<file path="config.mk">
export PLATFORM = sky130hd
export DESIGN_NAME = mdu_sequencer
export DESIGN_NICKNAME = d
export VERILOG_FILES = /design/src/rtl/mdu_sequencer.sv
export SDC_FILE = /design/constraint.sdc
export NUM_CORES = 1
export LEC_CHECK = 0
export ABC_AREA = 1
export CORE_MARGIN = 3
export CORE_UTILIZATION = 42
export DETAILED_ROUTE_END_ITERATION = 6
export GPL_TIMING_DRIVEN = 0
export PLACE_DENSITY = 0.84
export SLEW_MARGIN = 20
export SYNTH_ARGS = -nofsm -noshare
export SYNTH_HDL_FRONTEND = slang
export SYNTH_SLANG_ARGS = --single-unit
</file>
<file path="constraint.sdc">
create_clock -name clk -period 5.16 [get_ports clk]
set_input_delay 1.548 -clock clk [delete_from_list [all_inputs] [get_ports clk]]
set_output_delay 1.548 -clock clk [all_outputs]
set_load 0.01 [all_outputs]
</file>
<file path="src/rtl/mdu_sequencer.sv">
// mdu_sequencer
// Multi-cycle unsigned MULTU/DIVU sequencer. It borrows the shared 32-bit
// add/subtract ALU for 32 iterations and leaves its results in HI/LO.
// Only one operation is in flight at a time.
//
// Ports:
//   clk, rst             clock; asynchronous active-high reset
//   start, op            request (sampled only in IDLE); op 0=MULTU, 1=DIVU
//   rs_val, rt_val       multiplicand/dividend, multiplier/divisor
//   alu_a/alu_b/alu_ctl  drive to the shared ALU (ctl 00 add, 01 sub)
//   alu_out, alu_c       ALU result and carry/borrow, same cycle
//   busy, done, err      in RUN; one-cycle completion pulse; error flag
//   hi, lo               result registers
//
// Build option: define MDU_DIV_EN to include the restoring divider. Without
// it, a DIVU request completes next cycle with err=1 and hi/lo untouched.
module mdu_sequencer (
  input  logic        clk,
  input  logic        rst,
  input  logic        start,
  input  logic        op,
  input  logic [31:0] rs_val,
  input  logic [31:0] rt_val,
  output logic [31:0] alu_a,
  output logic [31:0] alu_b,
  output logic [1:0]  alu_ctl,
  input  logic [31:0] alu_out,
  input  logic        alu_c,
  output logic        busy,
  output logic        done,
  output logic        err,
  output logic [31:0] hi,
  output logic [31:0] lo
);

  typedef enum logic [1:0] {IDLE, RUN, DONE} state_t;

  state_t      state, state_nxt;
  logic [31:0] m;
  logic [4:0]  cnt;

`ifdef MDU_DIV_EN
  logic        op_q;
  logic [31:0] rem_sh;
  // Partial remainder shifted left with the next dividend bit pulled in.
  assign rem_sh = {hi[30:0], lo[31]};
`endif

  assign busy = (state == RUN);
  assign done = (state == DONE);

  always_ff @(posedge clk or posedge rst) begin
    if (rst) state <= IDLE;
    else     state <= state_nxt;
  end

  always_comb begin
    state_nxt = state;
    case (state)
      IDLE: if (start) begin
`ifdef MDU_DIV_EN
        state_nxt = (op && (rt_val == 32'd0)) ? DONE : RUN;
`else
        state_nxt = op ? DONE : RUN;
`endif
      end
      RUN:     if (cnt == 5'd31) state_nxt = DONE;
      DONE:    state_nxt = IDLE;
      default: state_nxt = IDLE;
    endcase
  end

  // ALU operands are only driven while iterating; idle drive is all zero.
  always_comb begin
    alu_a   = '0;
    alu_b   = '0;
    alu_ctl = 2'b00;
    if (state == RUN) begin
`ifdef MDU_DIV_EN
      if (op_q) begin
        alu_ctl = 2'b01;
        alu_a   = rem_sh;
        alu_b   = m;
      end else begin
        alu_a = hi;
        alu_b = lo[0] ? m : '0;
      end
`else
      alu_a = hi;
      alu_b = lo[0] ? m : '0;
`endif
    end
  end

  always_ff @(posedge clk or posedge rst) begin
    if (rst) begin
      hi  <= '0;
      lo  <= '0;
      m   <= '0;
      cnt <= '0;
      err <= 1'b0;
`ifdef MDU_DIV_EN
      op_q <= 1'b0;
`endif
    end else begin
      case (state)
        IDLE: if (start) begin
          m   <= rt_val;
          cnt <= '0;
          err <= 1'b0;
          if (!op) begin
            hi <= '0;
            lo <= rs_val;
`ifdef MDU_DIV_EN
            op_q <= 1'b0;
`endif
          end else begin
`ifdef MDU_DIV_EN
            op_q <= 1'b1;
            if (rt_val == 32'd0) begin
              hi  <= rs_val;
              lo  <= 32'hFFFF_FFFF;
              err <= 1'b1;
            end else begin
              hi <= '0;
              lo <= rs_val;
            end
`else
            err <= 1'b1;
`endif
          end
        end
        RUN: begin
          cnt <= cnt + 5'd1;
`ifdef MDU_DIV_EN
          if (op_q) begin
            // hi[31] set means the shifted remainder overflowed 32 bits,
            // so it is certainly >= M even though the ALU saw a borrow.
            if (hi[31] || !alu_c) begin
              hi <= alu_out;
              lo <= {lo[30:0], 1'b1};
            end else begin
              hi <= rem_sh;
              lo <= {lo[30:0], 1'b0};
            end
          end else begin
            hi <= {alu_c, alu_out[31:1]};
            lo <= {alu_out[0], lo[31:1]};
          end
`else
          // Shift-add: carry becomes the new top bit of the product.
          hi <= {alu_c, alu_out[31:1]};
          lo <= {alu_out[0], lo[31:1]};
`endif
        end
        default: ;
      endcase
    end
  end

endmodule

</file>
# --- Yosys cells after proc, flatten, opt, wreduce, memory -nomap -nowiden ---
# Index checks and enable logic that the tools add are counted.
word_totals:
  reg_bits: 104
  inputBits: 101
  output_inout_bits: 133
  wordCells: 35
op_classes:
  n_addsub: 1
  eq_ne: 6
  mux: 16
  n_reduce_logical: 6
ops:
  columns: ["op", "n"]
  rows:
  - ["$mux 32", 7]
  - ["$pmux 32 s2", 2]
  - ["$pmux 5 s2", 1]
  - ["$mux 2", 3]
  - ["$reduce_and 2->1", 3]
  - ["$add 5x1->5 const B", 1]
  - ["$eq 5x5->1 const B", 1]
  - ["$mux 5", 1]
  - ["$ne 2x2->1 const B", 2]
  - ["$pmux 2 s2", 1]
  - ["$reduce_and 3->1", 1]
  - ["$eq 2x1->1 const B", 1]
  - ["$eq 2x2->1 const B", 1]
  - ["$logic_not 2->1", 1]
  - ["$ne 2x1->1 const B", 1]
  - ["$reduce_bool 2->1", 1]
  - ["$mux 1", 1]

# --- Longest topological paths before layout ---
depth:
  depth_word: 3
  ltp_mapped: 7

# --- Worst setup path before layout ---
# Ideal clock, no wire load.
synth_timing:
  kind: "register -> output"
  start: "register lo[0]"
  end: "output alu_b[10]"
  arrival_time_ns: 1.169
  slack_ns: 2.443
  path_stages_with_launch: 5
  path_buffers: 2
  path_cell_list: "dfrtp_1 -> clkbuf_1 -> clkbuf_1 -> nand2_1 -> nor2_1"
synth_via:
  elab_chain_cells: 2
synth_rtl:
  columns: ["element", "line_no", "text"]
  rows:
  - ["from (decl)", "33", "output logic [31:0] lo"]
  - ["from (signal assigned)", "113", "lo <= rs_val;"]
  - ["from (signal assigned)", "153", "lo <= {alu_out[0], lo[31:1]};"]
  - ["$mux 32", "90", "alu_b = lo[0] ? m : '0;"]
  - ["$mux 32", "78", "if (state == RUN) begin"]
  - ["to (decl)", "25", "output logic [31:0] alu_b,"]
# No other way between the ends.

# --- Worst setup path after layout ---
layout_timing:
  start: "register state[1]"
  end: "output alu_a[0]"
layout_via:
  elab_chain_cells: 2
layout_rtl:
  columns: ["element", "line_no", "text"]
  rows:
  - ["from (decl)", "38", "state_t state, state_nxt;"]
  - ["from (signal assigned)", "54", "else state <= state_nxt;"]
  - ["$eq 2x1->1", "78", null]
  - ["$mux 32", "78", null]
  - ["to (decl)", "24", "output logic [31:0] alu_a,"]
# No other way between the ends.

==> impl_metrics.yaml <==
layout:
  final_common_cell: "nand2_1"
  post-route-util: 0.679
  drive_above_1_share: 0.0649
  layout_common_cells: "247 x nand2_1, 230 x clkdlybuf4s50_1, 119 x nand3_1, 104 x dfrtp_1, 85 x nor2_1"
  fillCellCount: 988
  antenna_cells: 0
  nets: 1038
  syn_to_final_growth_pct: 55.3
timing:
  layout_setup_ws_ps: 1350
  finalHoldViolations: 0
  tightest_slew_ps: 558
  setup_viol: 0
  final.setup.tns_ps: 0
  period_needed_ps: 3810
  max_freq_ghz: 0.263
  maxSlewHeadroom: 0.628
  min_period_over_period: 0.738
  rsz0062_at_grt: "false"
  slew_viol_final: 0
  clock_skew_ps: 9.65
route:
  num_vias: 5340
  via_per_inst: 4.93
  wl_per_cell_um: 14.7
  ant_nets: 0
  drt_wl_total_um: 16000
  drc_errors: 0
  drtIter0Drc: 402
  drt_first_pass_iters: 5
worst_hold_path:
  min_to: "m[1]"
  hold_depth: 2
  hold_path.class: "flop to flop"
  min_from: "m[1]"
floorplanning:
  coreArea_um2: 11600
  dieArea_um2: 13500
  io_pins: 234
  die_width_um: 116
  die_height_um: 116
  initial_core_util: 0.438
  rows: 39
yosys:
  yosys-top-cells-area: "dfrtp_1 51%, nand2_1 18%, nand3_1 12%"
  synth-edff-count: 0
  netlist.area_leader.share: 0.512
  synthesis.area_um2: 5080
  synth_cells: 692
  yosys_warnings: 0
  async_reset_ff_frac: 1.00
  synth_flop_cell: "dfrtp_1"
  synth_seq_cells: 104
  yosys.area.top_type: "dfrtp_1"
  ys_seq_area_frac: 0.512
  synth_cell_types: 19
  syn_area_per_cell_um2: 7.34
power_and_ir_drop:
  ir_worst_vdd_mv: 0.310
  p_per_area_nw_per_um2: 549
  p_leak_uw: 0.00390
critical_path:
  startpoint_type: "flop"
  rrSetupSlack_ps: 3610
  arrival_ps: 2260
  timing.rr.start: "state[1]"
  endpoint_kind: "output pin"
  worstSetupPathType: "flop to output pin"
  worstPathRequired_ps: 3610
  reg2reg_to: "hi[16]"
  crit_path_max_fanout: 10
  r2r_cells: 7
clock_tree:
  cts_tree: "built"
  cts_setup_buffers: 0
  cts.reportedPaths.clkPinSlew_ps: 70
  clock_path_buffers: 2
  clock-sinks: 104
  cts_resized: 0
  htreeDepth: 3
  cts_made_buffers: 9
  cts_hold_buf: 0
  clk_latency_ps: 340
  cts-root-buf: "clkbuf_16"
placement:
  dp_hpwl_um: 12000
  dp_slack_ps: 1700
  gp_congestion: 0.856
  io_buffers: 230
job:
  max_cap_violations: 0
global_route:
  grt_pass1_wl_um: 25100
  grt_max_degree: 61
  track_usage: 0.235
  antenna_found_initial: 0
  grt_pass1_vias: 5016
  overflow: 0
run_status:
  outcome: "complete, no violations"
-- per-layer routing --
layer | wire, um | global-route usage | up-vias
met1 | 6810 | 0.313 | 2487
met2 | 7610 | 0.382 | 204
li1 | - | - | 2623
met3 | 1180 | 0.0533 | 26
met5 | 0 | 0 | -
met4 | 368 | 0.0797 | 0
-- state kept, by name, indices dropped and copies added, names as in the netlist --
signal	flops
cnt	5
err	1
hi	32
lo	32
m	32
state	2
-- cells by family after synthesis --
logic type | share of synthesized area
flip-flops | 0.512
buffers and inverters | 0.0886
adder cells (fa/ha/maj) | 0.00492
other | 0.000738
AO/OA/AOI/OAI | 0.0219
AND/OR/NAND/NOR | 0.372
-- how the worst max path moves through the flow --
stage | from | to | slack, ps
2_1_floorplan | rst | cnt[0] | 880
3_3_place_gp | rst | lo[14] | -740
5_1_grt | state[1] | alu_b[24] | 1200
6_report | state[1] | alu_a[0] | 1350
4_1_cts | state[1] | alu_a[0] | 1350
3_5_place_dp | state[1] | busy | 1700
-- worst max-delay path, stage by stage, from the launching register on --
cell and delay (ps):
dfrtp_1 430, inv_2 170, nand2_2 160, buf_4 220
buf_2 210, nor2_1 120, clkdlybuf4s50_1 620
-- cell usage after synthesis (2+ instances only) --
library cell / number
inv_2: 2
nor3_1: 2
nand2_1: 247
inv_1: 52
nand3_1: 119
clkbuf_1: 12
nand2_2: 3
buf_4: 4
ha_1: 2
a21oi_1: 17
dfrtp_1: 104
o21ai_0: 4
buf_2: 33
buf_1: 2
nor2_1: 85
-- layout make-up --
class                           count  area [um2]  share of cell area
Clock buffer                       11         253              0.0320
Tap cell                          143         179              0.0227
Multi-Input combinational cell    484        2030               0.258
Sequential cell                   104        2600               0.330
Inverter                           54         208              0.0263
Clock inverter                      5        38.8             0.00492
Timing Repair Buffer              231        2330               0.295
Buffer                             51         248              0.0314
-- power by group --
part	switching, uW	leakage (uW)	total (uW)	internal, uW
clock	311	0.000143	669	358
combinational	1200	0.00247	2220	1030
sequential	258	0.00128	1440	1180
-- metrics by stage --
step	instance area [um2]	std cells	total power [uW]	hold slack [ps]
after floorplan	5080	693	2590	442
after global placement	7570	1066	3630	454
after detailed placement	7600	1067	3690	459
after CTS	7890	1083	4370	477
after global routing	7890	1083	4680	485
final	7890	1083	4330	474
(Power assumes the default switching activity.)
